===== config.mk =====
export PLATFORM = sky130hd
export DESIGN_NAME = seq_game_core
export DESIGN_NICKNAME = d
export VERILOG_FILES = /design/src/rtl/seq_game_pkg.sv /design/src/rtl/seq_lfsr16.sv /design/src/rtl/seq_game_core.sv
export SDC_FILE = /design/constraint.sdc
export NUM_CORES = 1
export LEC_CHECK = 0
export ABC_AREA = 1
export CORE_UTILIZATION = 51
export CTS_BUF_LIST = sky130_fd_sc_hd__clkbuf_16
export DETAILED_ROUTE_END_ITERATION = 8
export HOLD_SLACK_MARGIN = 0.1
export MAX_ROUTING_LAYER = met4
export PLACE_DENSITY = 0.69
export SLEW_MARGIN = 20
export SYNTH_ARGS = -nofsm -noshare
export SYNTH_HDL_FRONTEND = slang
export SYNTH_SLANG_ARGS = --single-unit

===== constraint.sdc =====
create_clock -name clk -period 3.9 [get_ports clk]
set_input_delay 0.78 -clock clk [delete_from_list [all_inputs] [get_ports clk]]
set_output_delay 0.78 -clock clk [all_outputs]
set_load 0.01 [all_outputs]

===== src/rtl/seq_game_pkg.sv =====
// -----------------------------------------------------------------------------
// seq_game_pkg
// Shared definitions for the sequence-memory game core:
//   - FSM state encodings (plain 3-bit constants so older tooling can read them)
//   - Galois LFSR feedback mask and single-step function
//   - onehot() helper that turns a button symbol into an LED/button pattern
// -----------------------------------------------------------------------------
package seq_game_pkg;

  localparam logic [2:0] ST_IDLE     = 3'd0;
  localparam logic [2:0] ST_GEN      = 3'd1;
  localparam logic [2:0] ST_SHOW_ON  = 3'd2;
  localparam logic [2:0] ST_SHOW_OFF = 3'd3;
  localparam logic [2:0] ST_INPUT    = 3'd4;
  localparam logic [2:0] ST_WIN      = 3'd5;
  localparam logic [2:0] ST_LOSE     = 3'd6;

  localparam logic [15:0] LFSR_MASK = 16'hB400;

  // One step of the 16-bit Galois LFSR: shift right, apply mask when the
  // bit shifted out was 1.
  function automatic logic [15:0] lfsr_step(input logic [15:0] s);
    return {1'b0, s[15:1]} ^ (s[0] ? LFSR_MASK : 16'h0000);
  endfunction

  // Symbol (up to 4 bits) to a 16-bit one-hot pattern; callers truncate to
  // their button count.
  function automatic logic [15:0] onehot(input logic [3:0] sym);
    return 16'h0001 << sym;
  endfunction

endpackage


===== src/rtl/seq_lfsr16.sv =====
// -----------------------------------------------------------------------------
// seq_lfsr16
// 16-bit Galois LFSR used as the symbol source of the game core.
// Ports:
//   clk    in   rising-edge clock
//   reset  in   synchronous active-high reset, loads seed
//   en     in   advance one step on this edge
//   seed   in   16-bit load value (must be non-zero)
//   q      out  current LFSR state
// -----------------------------------------------------------------------------
module seq_lfsr16
  import seq_game_pkg::*;
(
  input  logic        clk,
  input  logic        reset,
  input  logic        en,
  input  logic [15:0] seed,
  output logic [15:0] q
);

  logic [15:0] state_q;

  always_ff @(posedge clk) begin
    if (reset) begin
      state_q <= seed;
    end else if (en) begin
      state_q <= lfsr_step(state_q);
    end
  end

  assign q = state_q;

endmodule


===== src/rtl/seq_game_core.sv =====
// -----------------------------------------------------------------------------
// seq_game_core
// Simon-style sequence-memory game engine. Each level appends one random
// symbol, plays the whole sequence back on the LEDs, then waits for the player
// to repeat it on the buttons.
// Ports:
//   clk    in   rising-edge clock
//   reset  in   synchronous active-high reset (priority over on)
//   on     in   power enable; 0 forces IDLE with all outputs 0
//   start  in   begins a new game from IDLE/WIN/LOSE
//   b      in   NBTN debounced button levels
//   l      out  NBTN LED drive (one-hot during playback, echo of b in INPUT,
//               all-ones in WIN)
//   level  out  current level, 0 in IDLE
//   busy   out  1 while generating/playing back
//   win    out  1 in WIN
//   lose   out  1 in LOSE
// -----------------------------------------------------------------------------
module seq_game_core
  import seq_game_pkg::*;
#(
  parameter int          NBTN      = 4,
  parameter int          MAX_LEVEL = 8,
  parameter int          SHOW_CYC  = 4,
  parameter int          GAP_CYC   = 2,
  parameter int          TIMEOUT   = 64,
  parameter logic [15:0] SEED      = 16'hACE1
)(
  input  logic                           clk,
  input  logic                           reset,
  input  logic                           on,
  input  logic                           start,
  input  logic [NBTN-1:0]                b,
  output logic [NBTN-1:0]                l,
  output logic [$clog2(MAX_LEVEL+1)-1:0] level,
  output logic                           busy,
  output logic                           win,
  output logic                           lose
);

  localparam int IW   = $clog2(NBTN);
  localparam int LW   = $clog2(MAX_LEVEL+1);
  localparam int AW   = (MAX_LEVEL > 1) ? $clog2(MAX_LEVEL) : 1;
  localparam int CMAX = (SHOW_CYC > GAP_CYC) ?
                        ((SHOW_CYC > TIMEOUT) ? SHOW_CYC : TIMEOUT) :
                        ((GAP_CYC > TIMEOUT) ? GAP_CYC : TIMEOUT);
  localparam int CW   = $clog2(CMAX+1);

  function automatic logic [NBTN-1:0] led_of(input logic [IW-1:0] s);
    return NBTN'(onehot(4'(s)));
  endfunction

  // Registers
  logic [2:0]      state_q, state_d;
  logic [LW-1:0]   level_q, level_d;
  logic [AW-1:0]   idx_q, idx_d;
  logic [CW-1:0]   cnt_q, cnt_d;        // shared show/gap/timeout down-counter
  logic [NBTN-1:0] l_q, l_d;
  logic [NBTN-1:0] b_q;
  logic            busy_q, win_q, lose_q;
  logic [IW-1:0]   seq_q [MAX_LEVEL];

  logic [15:0]     lfsr_q;
  logic            lfsr_en;
  logic [IW-1:0]   sym_new;
  logic            wr_en;
  logic [LW-1:0]   level_m1;
  logic            last;
  logic            press;
  logic [NBTN-1:0] exp_led;

  seq_lfsr16 u_lfsr (
    .clk   (clk),
    .reset (reset),
    .en    (lfsr_en),
    .seed  (SEED),
    .q     (lfsr_q)
  );

  // The stored symbol is taken from the LFSR value after this cycle's advance.
  assign lfsr_en  = on && (state_q == ST_GEN);
  assign sym_new  = IW'(lfsr_step(lfsr_q));
  assign level_m1 = level_q - LW'(1);
  assign last     = (LW'(idx_q) == level_m1);
  // A press is a rising edge out of the all-released state only.
  assign press    = (b_q == '0) && (b != '0);
  assign exp_led  = led_of(seq_q[idx_q]);

  always_comb begin
    state_d = state_q;
    level_d = level_q;
    idx_d   = idx_q;
    cnt_d   = cnt_q;
    l_d     = '0;
    wr_en   = 1'b0;
    if (!on) begin
      state_d = ST_IDLE;
      level_d = '0;
    end else begin
      case (state_q)
        ST_IDLE: begin
          if (start) begin
            state_d = ST_GEN;
            level_d = LW'(1);
          end
        end
        ST_GEN: begin
          wr_en   = 1'b1;
          idx_d   = '0;
          cnt_d   = CW'(SHOW_CYC-1);
          state_d = ST_SHOW_ON;
          // On level 1 the first symbol is the one being written right now.
          l_d     = led_of((level_m1 == '0) ? sym_new : seq_q[0]);
        end
        ST_SHOW_ON: begin
          if (cnt_q == '0) begin
            state_d = ST_SHOW_OFF;
            cnt_d   = CW'(GAP_CYC-1);
          end else begin
            cnt_d = cnt_q - CW'(1);
            l_d   = l_q;
          end
        end
        ST_SHOW_OFF: begin
          if (cnt_q != '0) begin
            cnt_d = cnt_q - CW'(1);
          end else if (last) begin
            idx_d   = '0;
            cnt_d   = CW'(TIMEOUT-1);
            state_d = ST_INPUT;
            l_d     = b;
          end else begin
            idx_d   = idx_q + AW'(1);
            cnt_d   = CW'(SHOW_CYC-1);
            state_d = ST_SHOW_ON;
            l_d     = led_of(seq_q[idx_d]);
          end
        end
        ST_INPUT: begin
          l_d = b;
          if (press) begin
            if (b != exp_led) begin
              state_d = ST_LOSE;
              l_d     = '0;
            end else if (!last) begin
              idx_d = idx_q + AW'(1);
              cnt_d = CW'(TIMEOUT-1);
            end else if (level_q == LW'(MAX_LEVEL)) begin
              state_d = ST_WIN;
              l_d     = '1;
            end else begin
              level_d = level_q + LW'(1);
              state_d = ST_GEN;
              l_d     = '0;
            end
          end else if (cnt_q == '0) begin
            state_d = ST_LOSE;
            l_d     = '0;
          end else begin
            cnt_d = cnt_q - CW'(1);
          end
        end
        ST_WIN, ST_LOSE: begin
          if (start) begin
            state_d = ST_GEN;
            level_d = LW'(1);
          end else if (state_q == ST_WIN) begin
            l_d = '1;
          end
        end
        default: begin
          state_d = ST_IDLE;
          level_d = '0;
        end
      endcase
    end
  end

  always_ff @(posedge clk) begin
    if (reset) begin
      state_q <= ST_IDLE;
      level_q <= '0;
      idx_q   <= '0;
      cnt_q   <= '0;
      l_q     <= '0;
      b_q     <= '0;
      busy_q  <= 1'b0;
      win_q   <= 1'b0;
      lose_q  <= 1'b0;
    end else begin
      state_q <= state_d;
      level_q <= level_d;
      idx_q   <= idx_d;
      cnt_q   <= cnt_d;
      l_q     <= l_d;
      b_q     <= b;
      busy_q  <= (state_d == ST_GEN) || (state_d == ST_SHOW_ON) ||
                 (state_d == ST_SHOW_OFF);
      win_q   <= (state_d == ST_WIN);
      lose_q  <= (state_d == ST_LOSE);
    end
  end

  // Sequence store has no reset; entries are always written before being read.
  always_ff @(posedge clk) begin
    if (wr_en) begin
      seq_q[AW'(level_m1)] <= sym_new;
    end
  end

  assign l     = l_q;
  assign level = level_q;
  assign busy  = busy_q;
  assign win   = win_q;
  assign lose  = lose_q;

endmodule


# After elaboration in Yosys (flattened, before gate mapping)
# Memories as Yosys holds them, arrays and structs flattened. A register that Yosys moved wholly into a read port is not among the register bits.
# Cells that the tools add are included.
# word_totals
regBits,44
elab_cells,115
mem_count,1
in_bits,8
ramBits,16
output_inout_bits,11
# memory_table
memory,words,width,rd,rd_clocked_by_memory_dff,wr,line,source
seq_q,8,2,3,1,1,seq_game_core.sv:61,logic [IW-1:0] seq_q [MAX_LEVEL];
# op_classes
reduce_logical,19
n_eq_ne,25
bitwise_logic,3
n_mux,50
add_sub_neg,4
shift,3
# op_table
op,n
$mux 4,15
$mux 3,17
$mux 7,6
$pmux 7 s4,1
$pmux 4 s5,1
$mux 16,1
$xor 15x16->16,1
$eq 3x3->1 const B,5
$pmux 3 s5,1
$ne 2x2->1 const B,7
$eq 3x2->1 const B,4
$pmux 4 s3,1
$reduce_and 6->1,2
$shl 1x2->4 const A,3
$ne 3x3->1 const B,3
$pmux 3 s3,1
$logic_not 4->1,2
$reduce_bool 4->1,2
$logic_not 7->1,1
$reduce_bool 7->1,1
$sub 7x1->7 const B,1
$eq 3x1->1 const B,2
$mux 6,1
$reduce_or 3->1,2
16 further kinds,23

# Longest topological paths before layout
# Gate-level depths: netlist of run 1.
# depth
depth_word,10
ltp_mapped,17
ltp_nobuf,16

# Hierarchy
# From an unflattened synthesis of run 1, not the netlist that was laid out.
# hier_totals
hier_cells,525
hier_area_um2,3846.2
# by_module_without_submodules
mod,seq_area_each_um2,area_per_inst_um2,n_inst,cells_per_inst
seq_game_core,1101.1,3080.5,1,447
seq_lfsr16,480.5,765.7,1,78

# Least setup slack after synthesis of run 1
# OpenSTA, ideal clock, no wires.
# synth_path
path_kind,flip-flop to flip-flop
from,"register level_q[0], in the netlist level[0]"
to,"register level_q[0], in the netlist level[0]"
synth_period_minus_slack_ns,2.037
setup_slack_ns,1.863
setup_time_ns,0.113
stages_incl_launch_ff,13
n_path_buf,0
arrival_time_ns,1.924
required_ns,3.787
cell_sequence,dfxtp_1 > inv_2 > ha_1 > xnor2_1 > a21oi_1 > and2_4 > nand3b_4 > a211oi_2 > nand2_2 > nand2_2 > nand2_1 > nand2_1 > nor2_1
# synth_between
elab_chain_len,6
elab_cells_between_ends,12
cone_classes,add/sub: 2; eq/ne: 4; mux: 5; reduce/logical: 1
# synth_lines
element,line,source
"start, declared",seq_game_core.sv:55,"logic [LW-1:0] level_q, level_d;"
"start signal, assigned",seq_game_core.sv:192,level_q <= level_d;
$add 4x1->4,seq_game_core.sv:152,level_d = level_q + LW'(1);
$mux 4,seq_game_core.sv:148,end else if (level_q == LW'(MAX_LEVEL)) begin
$mux 4,seq_game_core.sv:145,end else if (!last) begin
$mux 4,seq_game_core.sv:142,if (b != exp_led) begin
$mux 4,seq_game_core.sv:141,if (press) begin
$pmux 4 s3,seq_game_core.sv:100,case (state_q)
# Parallel ways exist; a longest one is shown, timed or not. The select of a mux whose other input is x is not followed.
# A chain may end at the register's enable or synchronous reset.

# Worst setup path after layout of run 1
# layout_path
from,"register level_q[0], in the netlist level[0]"
to,"register level_q[2], in the netlist level[2]"
# The elaborated chain is that of the path after synthesis.

==> results of run 1 <==
[worst max path at each step]
stage / endpoint / slack, ns / depth (start not counted)
finish: level[2] / 1.41 / 11
global placement: cnt_q[3] / 1.17 / 11
floorplan: level[0] / 1.86 / 12
detailed placement: cnt_q[5] / 1.16 / 11
global route: cnt_q[5] / 1.24 / 11
CTS: level[2] / 1.44 / 11
[sequential cells by signal, summed over array words and instances, names as in the netlist, named ones only]
name,cells
level,4
busy,1
lose,1
state_q,3
u_lfsr.q,16
idx_q,3
seq_q,16
l,4
b_q,4
cnt_q,7
win,1
[cells in the mapped netlist (all sizes together), types with 3 or more instances]
cell type  number  area share
xnor2           5       0.012
a211oi          3      0.0075
nand4           8       0.014
xor2            7       0.019
o31ai           5       0.010
nand3          49       0.073
edfxtp         16        0.13
dfxtp          47        0.26
inv            74       0.080
clkbuf          4      0.0041
nor3            7       0.011
o211ai          4      0.0082
o21ai          33       0.049
buf             9       0.019
nand2         126        0.14
nor2           68       0.080
ha              5       0.017
a21oi          31       0.044
[critical path, stage by stage, from the launching register on]
cell and delay, ns:
dfxtp_1 0.53, inv_2 0.14, ha_1 0.40, xnor2_1 0.15
a21oi_1 0.13, and2_4 0.19, nand3b_4 0.11, a211oi_2 0.31
nand2_2 0.13, nand2_2 0.11, nand2_1 0.06, a21oi_1 0.14
[layer usage]
metal | wire (um) | track usage
met5 | 0 | -
met4 | 180 | 0.108
met3 | 484 | 0.0552
met2 | 3870 | 0.384
met1 | 4180 | 0.339
[stage by stage]
step / hold slack, ns / setup slack, ns / total power, mW / cell area, um2 / std cells
global placement: 0.441 / 1.17 / 0.888 / 3880 / 613
finish: 0.455 / 1.41 / 1.66 / 4170 / 629
detailed placement: 0.446 / 1.16 / 0.890 / 3880 / 613
global route: 0.485 / 1.24 / 1.72 / 4170 / 629
floorplan: 0.429 / 1.86 / 0.845 / 3650 / 510
CTS: 0.459 / 1.44 / 1.66 / 4170 / 629
[cells by family after synthesis]
kind of cell | synth area share
flops | 0.390
xor+xnor | 0.0309
buf+inv | 0.103
fa+ha+maj | 0.0171
simple gates | 0.332
compound gates | 0.128
[layout make-up]
type	count	area, um2
Multi-Input combinational cell	360	1850
Clock inverter	7	63.8
Tap cell	96	120
Inverter	74	290
Fill cell	670	2700
Clock buffer	9	225
Sequential cell	63	1420
Timing Repair Buffer	20	195
[report_power, final]
group	internal, mW	switching, mW	total [mW]	leakage (nW)
clock network	0.489	0.291	0.781	0.146
registers	0.687	0.0173	0.705	0.528
logic	0.0589	0.117	0.176	1.25
total	1.24	0.425	1.66	1.93
==> impl_metrics.env, run 1 <==
export IMPL_p_leak_nw=1.93
export IMPL_crit_fanout=7
export IMPL_htree_levels=3
export IMPL_layout_nets=541
export IMPL_drv_slew=0
export IMPL_final_common_cell="nand2_1"
export IMPL_critPathKind="reg2reg"
export IMPL_r2r_start="level[0]"
export IMPL_fp_dieH_um=86.6
export IMPL_io_pins=19
export IMPL_max_freq_ghz=0.402
export IMPL_die_w_um=86.6
export IMPL_start_util=0.531
export IMPL_synth_seq_cells=63
export IMPL_portBuffers=18
export IMPL_drive_above_1_share=0.109
export IMPL_period_minus_slack_ns=2.49
export IMPL_cts_resized=0
export IMPL_hp_start="u_lfsr.q[6]"
export IMPL_final_antenna_net_count=0
export IMPL_dr_pass1_iters=4
export IMPL_clockRootBuffer="clkbuf_16"
export IMPL_cts_buffers=9
export IMPL_rrSetupSlack_ns=1.41
export IMPL_dieArea_mm2=0.00750
export IMPL_place_gp_congestion=1.00
export IMPL_synth_async_sr_flop_share=0
export IMPL_grtUsageTotal=0.257
export IMPL_final_util=0.607
export IMPL_seq_area_frac_synth=0.390
export IMPL_cts_setup_buffers=0
export IMPL_cts_tree="built"
export IMPL_synth_main_ff_cell="dfxtp_1"
export IMPL_cts_buffer_depth=2
export IMPL_hold_violations=0
export IMPL_reg2reg_to="level[2]"
export IMPL_insertion_delay_ns=0.33
export IMPL_cp_startpoint="level[0]"
export IMPL_routed_via_density=5.17
export IMPL_status="finished, final reports clean"
export IMPL_netlist_instances=510
export IMPL_final_setup_viol_count=0
export IMPL_hp_class="reg2reg"
export IMPL_synthDistinctLibCells=42
export IMPL_vdd_drop_max_mv=0.247
export IMPL_tightest_slew_ns=0.773
export IMPL_dpl_hpwl_mm=6.41
export IMPL_end_kind="flop"
export IMPL_min_path_cells=2
export IMPL_overflow=0
export IMPL_wl_per_cell_um=13.8
export IMPL_cts_sinks=63
export IMPL_min_to="u_lfsr.q[6]"
export IMPL_worstRegToRegCells=11
export IMPL_drt_initial_drc_count=227
export IMPL_required_ns=4.16
export IMPL_syn_num_nets=523
export IMPL_drc=0
export IMPL_cts_reportedPaths_clkPinSlew_ns=0.05
export IMPL_synth_edf_count=16
export IMPL_maxCapViolCount=0
export IMPL_holdBufCountCts=0
export IMPL_relSlewSlack=0.483
export IMPL_start_kind="flop"
export IMPL_grt_max_degree=20
export IMPL_p_per_area_mw_per_mm2=398
export IMPL_synth_area_per_cell_um2=7.15
export IMPL_syn_area_mm2=0.00365
export IMPL_fin_tns_setup_ns=0
export IMPL_grt_pass1_vias=3034
export IMPL_coreArea_mm2=0.00687
export IMPL_skew_ns=0.00534
export IMPL_rows=30
export IMPL_rsz0062_at_grt="no"
export IMPL_antenna_found_initial=0
export IMPL_yosysWarningCount=0
export IMPL_antenna_cells=0
export IMPL_finalCritPeriodShare=0.637
export IMPL_layout_common_cells="nand2_1 (113), inv_1 (65), nor2_1 (60)"
export IMPL_syn_to_final_growth_pct=14.3
export IMPL_via_count=3254
export IMPL_wl_mm=8.71
export IMPL_cp_data_arrival_time_ns=2.75
export IMPL_grt_pass1_wl_mm=14.2
(Power assumes the default switching activity.)
==> run 2, diff against run 1 <==
- clock period: 3.9 -> 2.3 ns (I/O delays scaled with it)
==> run 2 against run 1 <==
Maximum frequency increased by 14%. Flip-flop and latch count unchanged. Global-route usage increased by 0.19 points. Largest power group unchanged. Critical endpoint is now l[1]. Via count increased by 4.5%. Count of clock-buffer cells in the layout increased by 1. Power increased by 79%. Sequential share of layout area decreased by 1.4 points. Combinational power increased by 89%. Clock skew increased by 0.0031 ns. Worst hold slack improved by 0.0044 ns. Die area unchanged. Critical path depth increased by 2.
==> impl_metrics.env, run 2 (synthesis results as in run 1) <==
export IMPL_layout_nets=560
export IMPL_cts_setup_buffers=0
export IMPL_final_area_mm2=0.00435
export IMPL_drt_initial_drc_count=225
export IMPL_skew_ns=0.00841
export IMPL_p_leak_nw=2.04
export IMPL_reg2reg_to="l[1]"
export IMPL_finalCritPeriodShare=0.949
export IMPL_holdWs_ns=0.459
export IMPL_cts_reportedPaths_clkPinSlew_ns=0.06
export IMPL_fin_tns_setup_ns=0
export IMPL_layout_common_cells="nand2_1 (113), inv_1 (64), nor2_1 (60)"
export IMPL_stdcell_count=648
export IMPL_overflow=0
export IMPL_cts_buffer_depth=2
export IMPL_cp_data_arrival_time_ns=2.42
export IMPL_fp_dieH_um=86.6
export IMPL_period_minus_slack_ns=2.18
export IMPL_maxCapViolCount=0
export IMPL_insertion_delay_ns=0.34
export IMPL_grtUsageTotal=0.259
export IMPL_drc=0
export IMPL_hold_violations=0
export IMPL_critPathKind="reg2reg"
export IMPL_syn_to_final_growth_pct=19.3
export IMPL_portBuffers=18
export IMPL_hp_class="reg2reg"
export IMPL_grt_pass1_wl_mm=14.6
export IMPL_rrSetupSlack_ns=0.12
export IMPL_via_count=3401
export IMPL_status="finished, final reports clean"
export IMPL_p_per_area_mw_per_mm2=682
export IMPL_antenna_cells=0
export IMPL_final_setup_viol_count=0
export IMPL_crit_fanout=6
export IMPL_die_w_um=86.6
export IMPL_place_gp_congestion=0.948
export IMPL_grt_max_degree=20
export IMPL_start_util=0.531
export IMPL_place_area_mm2=0.00402
export IMPL_hp_start="u_lfsr.q[6]"
export IMPL_cts_tree="built"
export IMPL_clockRootBuffer="clkbuf_16"
export IMPL_total_power_mw=2.97
export IMPL_min_path_cells=2
export IMPL_max_freq_ghz=0.458
export IMPL_end_kind="flop"
export IMPL_relSlewSlack=0.702
export IMPL_coreArea_mm2=0.00687
export IMPL_final_common_cell="nand2_1"
export IMPL_wl_per_cell_um=13.5
export IMPL_tightest_slew_ns=0.442
export IMPL_cts_buffers=9
export IMPL_io_pins=19
export IMPL_vdd_drop_max_mv=0.414
export IMPL_rsz0062_at_grt="no"
export IMPL_r2r_start="idx_q[0]"
export IMPL_start_kind="flop"
export IMPL_worstRegToRegCells=13
export IMPL_required_ns=2.53
export IMPL_dpl_hpwl_mm=6.67
export IMPL_wl_mm=8.78
export IMPL_drv_slew=0
export IMPL_grt_pass1_vias=3165
export IMPL_dr_pass1_iters=5
export IMPL_post_place_cells=632
export IMPL_rows=30
export IMPL_final_antenna_net_count=0
export IMPL_htree_levels=3
export IMPL_dieArea_mm2=0.00750
export IMPL_routed_via_density=5.25
export IMPL_cts_sinks=63
export IMPL_drive_above_1_share=0.147
export IMPL_antenna_found_initial=0
export IMPL_min_to="u_lfsr.q[6]"
[run 2: repair_timing]
item                       CTS  global route
gates resized for setup      0             2
setup endpoints to repair    0             4
hold buffers                 0             0
[run 2: layout make-up]
class                      instances  area [um2]
timing repair buffer              39         338
fill                             610        2520
clock inverter                     6        73.8
tap                               96         120
clock buffer                      10         250
inverter                          74         290
multi-input combinational        360        1860
sequential                        63        1420
[run 2: worst max-delay path by stage]
stage | from | end | slack [ns]
final | idx_q[0] | l[1] | 0.12
after global routing | level[0] | level[3] | 0.01
after CTS | idx_q[0] | l[2] | 0.11
after detailed placement | b[0] | cnt_q[5] | 0.02
after global placement | b[0] | cnt_q[5] | 0.07
after floorplan | level[0] | level[0] | 0.26
[run 2: per-layer routing]
layer	track usage	vias to the layer above	part of all wire	wire length (um)
met3	0.0581	19	0.058	507
li1	-	1727	-	-
met1	0.343	1551	0.48	4210
met2	0.390	104	0.45	3920
met4	0.0909	0	0.016	141
met5	-	-	0	0
[run 2: report_power, final]
| group | internal, mW | total [mW] | switching [mW] |
|---|---|---|---|
| Sequential | 1.16 | 1.19 | 0.0210 |
| Clock | 0.917 | 1.45 | 0.533 |
| Combinational | 0.120 | 0.332 | 0.212 |
[run 2: critical path, cell delays in order, from the launching register on]
cell,delay (ns)
dfxtp_1,0.32
ha_1,0.37
inv_1,0.14
a21oi_1,0.06
o21ai_0,0.12
nand2_1,0.08
o21ai_0,0.38
inv_1,0.11
nand4_1,0.09
o211ai_1,0.10
nor2_1,0.14
nand3_1,0.09
nand2_1,0.06
inv_1,0.03
[run 2: through the flow]
stage / worst slack (ns) / util
after floorplan: 0.263 / -
after global placement: 0.0745 / 0.586
after detailed placement: 0.0180 / 0.586
after CTS: 0.113 / 0.633
after global routing: 0.0108 / 0.634
final: 0.118 / 0.634
